<file path="config.mk">
export PLATFORM = sky130hd
export DESIGN_NAME = cla_pipe_adder
export DESIGN_NICKNAME = d
export VERILOG_FILES = /design/src/rtl/cla_pipe_adder.sv
export SDC_FILE = /design/constraint.sdc
export NUM_CORES = 1
export LEC_CHECK = 0
export ABC_AREA = 1
export BUFFER_PORTS_ARGS = -buffer_cell sky130_fd_sc_hd__buf_2
export CORE_UTILIZATION = 39
export DETAILED_ROUTE_END_ITERATION = 7
export GPL_TIMING_DRIVEN = 1
export SKIP_LAST_GASP = 1
export SYNTH_ARGS = -nofsm -noshare
export SYNTH_HDL_FRONTEND = slang
export SYNTH_SLANG_ARGS = --single-unit
</file>
<file path="constraint.sdc">
create_clock -name clk -period 3.32 [get_ports clk]
set_clock_uncertainty 0.1 [all_clocks]
set_input_delay 0 -clock clk [delete_from_list [all_inputs] [get_ports clk]]
set_output_delay 0 -clock clk [all_outputs]
set_load 0.1 [all_outputs]
</file>
<file path="src/rtl/cla_pipe_adder.sv">
// cla_pipe_adder: two-stage pipelined carry-lookahead adder/subtractor with a valid/ready handshake.
// Define CLA_PIPE_SAT_EN to saturate s to the signed range on overflow; otherwise s wraps.
module cla_pipe_adder #(
  parameter int WIDTH = 16  // multiple of 4, 4..64
) (
  input  logic             clk,
  input  logic             reset_n,
  input  logic             in_valid,
  output logic             in_ready,
  input  logic [WIDTH-1:0] a,
  input  logic [WIDTH-1:0] b,
  input  logic             ci,
  input  logic             sub,
  output logic             out_valid,
  input  logic             out_ready,
  output logic [WIDTH-1:0] s,
  output logic             co,
  output logic             ovf,
  output logic             zero
);
  localparam int NG = WIDTH / 4;

  logic s1_valid_reg;
  logic s2_valid_reg;
  logic adv1;
  logic adv2;

  assign adv2      = ~s2_valid_reg | out_ready;
  assign adv1      = ~s1_valid_reg | adv2;
  assign in_ready  = adv1;
  assign out_valid = s2_valid_reg;

  // Stage 1: operand conditioning and per-group generate/propagate
  logic [WIDTH-1:0] b_eff;
  logic [WIDTH-1:0] g_bit;
  logic [WIDTH-1:0] p_bit;
  logic             c0;
  logic [NG-1:0]    g_grp;
  logic [NG-1:0]    p_grp;

  assign b_eff = sub ? ~b : b;
  assign c0    = sub | ci;
  assign g_bit = a & b_eff;
  assign p_bit = a | b_eff;

  generate
    for (genvar gi = 0; gi < NG; gi++) begin : g_s1_grp
      localparam int B = 4 * gi;
      assign g_grp[gi] = g_bit[B+3]
                       | (p_bit[B+3] & g_bit[B+2])
                       | (p_bit[B+3] & p_bit[B+2] & g_bit[B+1])
                       | (p_bit[B+3] & p_bit[B+2] & p_bit[B+1] & g_bit[B]);
      assign p_grp[gi] = &p_bit[B+3:B];
    end
  endgenerate

  logic [WIDTH-1:0] s1_a_reg;
  logic [WIDTH-1:0] s1_bp_reg;
  logic             s1_c0_reg;
  logic [NG-1:0]    s1_g_reg;
  logic [NG-1:0]    s1_p_reg;

  always_ff @(posedge clk or negedge reset_n) begin
    if (!reset_n) begin
      s1_valid_reg <= 1'b0;
      s1_a_reg     <= '0;
      s1_bp_reg    <= '0;
      s1_c0_reg    <= 1'b0;
      s1_g_reg     <= '0;
      s1_p_reg     <= '0;
    end else begin
      if (adv1) s1_valid_reg <= in_valid;
      if (adv1 && in_valid) begin
        s1_a_reg  <= a;
        s1_bp_reg <= b_eff;
        s1_c0_reg <= c0;
        s1_g_reg  <= g_grp;
        s1_p_reg  <= p_grp;
      end
    end
  end

  // Stage 2: group carries as flat sum-of-products, no ripple through groups
  logic [NG:0] c_grp;
  logic        la_term;
  logic        la_acc;

  always_comb begin
    c_grp    = '0;
    la_term  = 1'b0;
    la_acc   = 1'b0;
    c_grp[0] = s1_c0_reg;
    for (int k = 0; k < NG; k++) begin
      la_acc = 1'b0;
      for (int j = 0; j <= k; j++) begin
        la_term = s1_g_reg[j];
        for (int m = j + 1; m <= k; m++) la_term = la_term & s1_p_reg[m];
        la_acc = la_acc | la_term;
      end
      la_term = s1_c0_reg;
      for (int m = 0; m <= k; m++) la_term = la_term & s1_p_reg[m];
      c_grp[k+1] = la_acc | la_term;
    end
  end

  logic [WIDTH-1:0] g2_bit;
  logic [WIDTH-1:0] p2_bit;
  logic [WIDTH-1:0] c_bit;
  logic [WIDTH-1:0] sum;

  assign g2_bit = s1_a_reg & s1_bp_reg;
  assign p2_bit = s1_a_reg | s1_bp_reg;

  generate
    for (genvar gi = 0; gi < NG; gi++) begin : g_s2_bit
      localparam int B = 4 * gi;
      assign c_bit[B]   = c_grp[gi];
      assign c_bit[B+1] = g2_bit[B] | (p2_bit[B] & c_grp[gi]);
      assign c_bit[B+2] = g2_bit[B+1]
                        | (p2_bit[B+1] & g2_bit[B])
                        | (p2_bit[B+1] & p2_bit[B] & c_grp[gi]);
      assign c_bit[B+3] = g2_bit[B+2]
                        | (p2_bit[B+2] & g2_bit[B+1])
                        | (p2_bit[B+2] & p2_bit[B+1] & g2_bit[B])
                        | (p2_bit[B+2] & p2_bit[B+1] & p2_bit[B] & c_grp[gi]);
    end
  endgenerate

  logic [WIDTH-1:0] s_next;
  logic             ovf_next;
  logic             zero_next;

  assign sum      = s1_a_reg ^ s1_bp_reg ^ c_bit;
  assign ovf_next = c_bit[WIDTH-1] ^ c_grp[NG];

`ifdef CLA_PIPE_SAT_EN
  // Overflow direction follows the sign of a: both operands share it when overflow occurs
  always_comb begin
    s_next = sum;
    if (ovf_next) begin
      s_next = s1_a_reg[WIDTH-1] ? {1'b1, {(WIDTH-1){1'b0}}} : {1'b0, {(WIDTH-1){1'b1}}};
    end
  end
`else
  assign s_next = sum;
`endif

  assign zero_next = ~|s_next;

  logic [WIDTH-1:0] s_reg;
  logic             co_reg;
  logic             ovf_reg;
  logic             zero_reg;

  always_ff @(posedge clk or negedge reset_n) begin
    if (!reset_n) begin
      s2_valid_reg <= 1'b0;
      s_reg        <= '0;
      co_reg       <= 1'b0;
      ovf_reg      <= 1'b0;
      zero_reg     <= 1'b0;
    end else begin
      if (adv2) s2_valid_reg <= s1_valid_reg;
      if (adv2 && s1_valid_reg) begin
        s_reg    <= s_next;
        co_reg   <= c_grp[NG];
        ovf_reg  <= ovf_next;
        zero_reg <= zero_next;
      end
    end
  end

  assign s    = s_reg;
  assign co   = co_reg;
  assign ovf  = ovf_reg;
  assign zero = zero_reg;

endmodule

</file>
==> key figures <==
Run status
  • Status: finished, final reports clean

Setup path
  • Critical Path RT: 3.50 ns
  • Largest fanout on the critical path: 6
  • Critical Path Start Type: flip-flop
  • Kind of critical path: flip-flop to flip-flop
  • WP data arrival: 2.32 ns
  • R2R Path End: zero
  • Reg-to-Reg Start: s1_c0_reg
  • Bufs and invs on worst path: 1
  • Slowest-stage cell, CP: dfrtp_1
  • Family with the most delay on the worst path: simple AND/OR/NAND/NOR gates
  • R2r worst-path depth: 12
  • CP max stage delay: 0.45 ns
  • Reg2reg setup slack: 1.18 ns
  • Worst path cell trace: nand3_1 -> nor2_1 -> nor2_1 -> inv_1 -> fa_1 -> xnor2_1 -> nand2_1 -> nor3_1 -> nand3_1 -> nor2_1 -> nand3_1 -> nand2_1
  • Worst setup EP type: flip-flop

Floorplanning
  • I/O pin cnt: 59
  • Die boundary width: around 100 um
  • Die area: 9940 um2
  • Placeable Area: 9240 um2
  • Starting Density: between 40% and 50%
  • # rows: 35
  • Die outline height: 99.7 um

GRT
  • Overflow left after global routing: 0
  • Gr usage total: 17.4%
  • Initial antenna violation count: 0
  • Vias in the first global route: 2917
  • First-pass GRT wire length: 13.5 mm
  • Pin count of the biggest net entering global routing: 43

Power and ir drop
  • Lkg Pwr: 2.37 nW
  • Combinational share of power: 48.7%
  • Psw: ~1.7 mW
  • Tot Pwr: approximately 3.5 mW
  • Sw Ratio: 49.5%
  • Internal power: about 1.8 mW
  • VDD IR-drop max: 0.000525 V
  • Pwr per Cell Area: 753 nW/um2
  • Flop pwr share: 30.4%
  • Clock network power share: between 20% and 30%

Timing
  • Tcrit/Tclk final: ~65%
  • Maximum clock frequency: 466 MHz
  • Final hold vios: 0
  • Worst slew pin tran: 0.858 ns
  • Clock period minus worst slack: 2.14 ns
  • TNS Setup: 0 ns
  • Max Slew Vio Count: 0
  • RSZ-0062 raised after global routing: no
  • Final Setup Violations: 0
  • Max-slew headroom: 42.8%

Clock tree
  • CTS Root Cell: clkbuf_8
  • Clk Latency, worst-skew pair: approximately 0.34 ns
  • CTS clock-pin slew for the worst setup and hold paths: 0.08 ns
  • CTS buffer count: 9
  • CTS-repair resized insts: 0
  • H-tree level count: 3
  • TritonCTS clock tree: done
  • Clock buffer depth: 2
  • Post CTS Setup Buffer Count: 0
  • CTS sink count: 62

Route
  • Post-Route WL: ~7.9 mm
  • Iteration-0 DRC Markers: 86
  • # DRC: 0
  • Total iterations of the first detailed-routing run: 4
  • Final antenna-violating net count: 0
  • Vias per inst: 4.53
  • Vias: 3098
  • WL/cell: 11.5 um

Place
  • Port bufs: 58
  • GPL Wtd Cong: around 0.83
  • Detail Placement HPWL: between 5 and 6 mm
  • Placed instance count: roughly 630

Synth
  • Synth Net Count: roughly 520
  • Yosys reg bits: 62
  • Unique masters post-synth: 35
  • Ys Warns: 0
  • Syn avg cell area: 8.16 um2
  • Post-Syn Area: 3720 um2
  • Synth Instances: 456
  • Sequential area share after synthesis: 41.7%

Final layout
  • Layout filler cell count: between 900 and 1000
  • Antenna Cells: 0
  • Register Area: 1550 um2
  • # nets final: 616
  • Most frequent cells in the layout: nand2_1 (103), inv_1 (65), dfrtp_1 (62)
  • Share of post-route cells with drive strength above 1: 15.9%
  • Final Instance Count excl. Fillers: around 680
  • Multi-input gate area: 1840 um2
  • Layout area overhead: 26.0%
  • Most common cell after layout, fill and taps aside: nand2_1

Min path
  • Worst hold path depth: 4
  • HP Start: in_valid
  • Worst min path class: input port to flip-flop
  • Hold path endpoint: s1_valid_reg

Flow run
  • Maxcap violations: 0
==> synthesized netlist by cell type, drive strengths merged <==
| library cell | instances | share of area, % |
|---|---|---|
| dfrtp | 62 | 42 |
| o21ai | 49 | 6.8 |
| xnor2 | 13 | 3.1 |
| nand2 | 103 | 10 |
| o2bb2ai | 2 | 0.47 |
| a22o | 1 | 0.24 |
| o211a | 1 | 0.27 |
| o21a | 1 | 0.20 |
| a21oi | 13 | 1.8 |
| inv | 66 | 6.7 |
| nand3b | 3 | 0.61 |
| o21bai | 2 | 0.40 |
| nand3 | 26 | 3.5 |
| a211oi | 1 | 0.20 |
| ha | 24 | 8.1 |
| o211ai | 4 | 0.81 |
| xor2 | 12 | 4.1 |
| clkbuf | 6 | 0.61 |
| a31oi | 5 | 0.84 |
| fa | 4 | 2.2 |
| nor2 | 46 | 4.7 |
| or2 | 3 | 0.50 |
| buf | 7 | 1.6 |
| nor3 | 2 | 0.27 |
==> timing repair <==
action	in CTS	in global routing
endpoints found under the setup margin	0	0
hold endpoints to repair	81	0
hold buffers	36	0
==> worst min-delay path: cells and delay by family <==
kind / cells / cell delay [ns]
buf+inv: 2 / 0.32
simple gates: 2 / 0.16
==> how the worst max path moves through the flow <==
stage	depth (start not counted)	slack (ns)	startpoint	to
floorplan	5	0.20	out_valid	s1_bp_reg[8]
global placement	12	1.25	s1_c0_reg	zero
detailed placement	12	1.18	s1_c0_reg	zero
CTS	6	1.14	out_valid	s1_g_reg[0]
global route	12	0.86	s1_c0_reg	zero
finish	12	1.18	s1_c0_reg	zero
==> routing by layer <==
metal	part of all wire [%]	GRT usage, %
met5	0	0
met4	1.0	6.22
met3	4.1	3.72
met2	43	26.5
met1	52	24.4
==> logic make-up (layout without fill, tap and decap cells) <==
kind of cell,after synthesis,count (layout),share of synthesized area (%)
adders and majority gates,28,28,10.2
buffers and inverters,79,178,8.84
DFF,62,62,41.7
and+or+nand+nor,183,183,20.0
AOI/OAI and AO/OA,79,79,12.1
xor gates and xnor gates,25,25,7.20
==> power by group through the flow <==
stage                     Sequential (mW)  Combinational [mW]  Clock, mW
final                                1.07                1.72      0.740
after global routing                 1.10                1.86      0.792
after CTS                            1.08                1.73      0.752
after detailed placement             1.09                1.69          0
after global placement               1.08                1.67          0
after floorplan                      1.85               0.583          0
==> per-stage QoR <==
| stage | hold slack (ns) | util (%) | setup slack, ns | instance area, um2 |
|---|---|---|---|---|
| 2_1_floorplan | -0.396 | - | 0.199 | 3720 |
| 3_3_place_gp | 0.0594 | 44.4 | 1.25 | 4110 |
| 3_5_place_dp | 0.0665 | 44.4 | 1.18 | 4110 |
| 4_1_cts | 0.0874 | 50.8 | 1.14 | 4690 |
| 5_1_grt | 0.121 | 50.8 | 0.859 | 4690 |
| 6_report | 0.0867 | 50.8 | 1.18 | 4690 |
==> final cells by class <==
class,instances,share of cell area [%]
Inverter,66,5.28
Clock inverter,6,1.81
Sequential cell,62,33.1
Multi-Input combinational cell,315,39.2
Timing Repair Buffer,96,14.2
Clock buffer,10,2.93
Tap cell,129,3.44
Power figures use the tool's default switching activity.
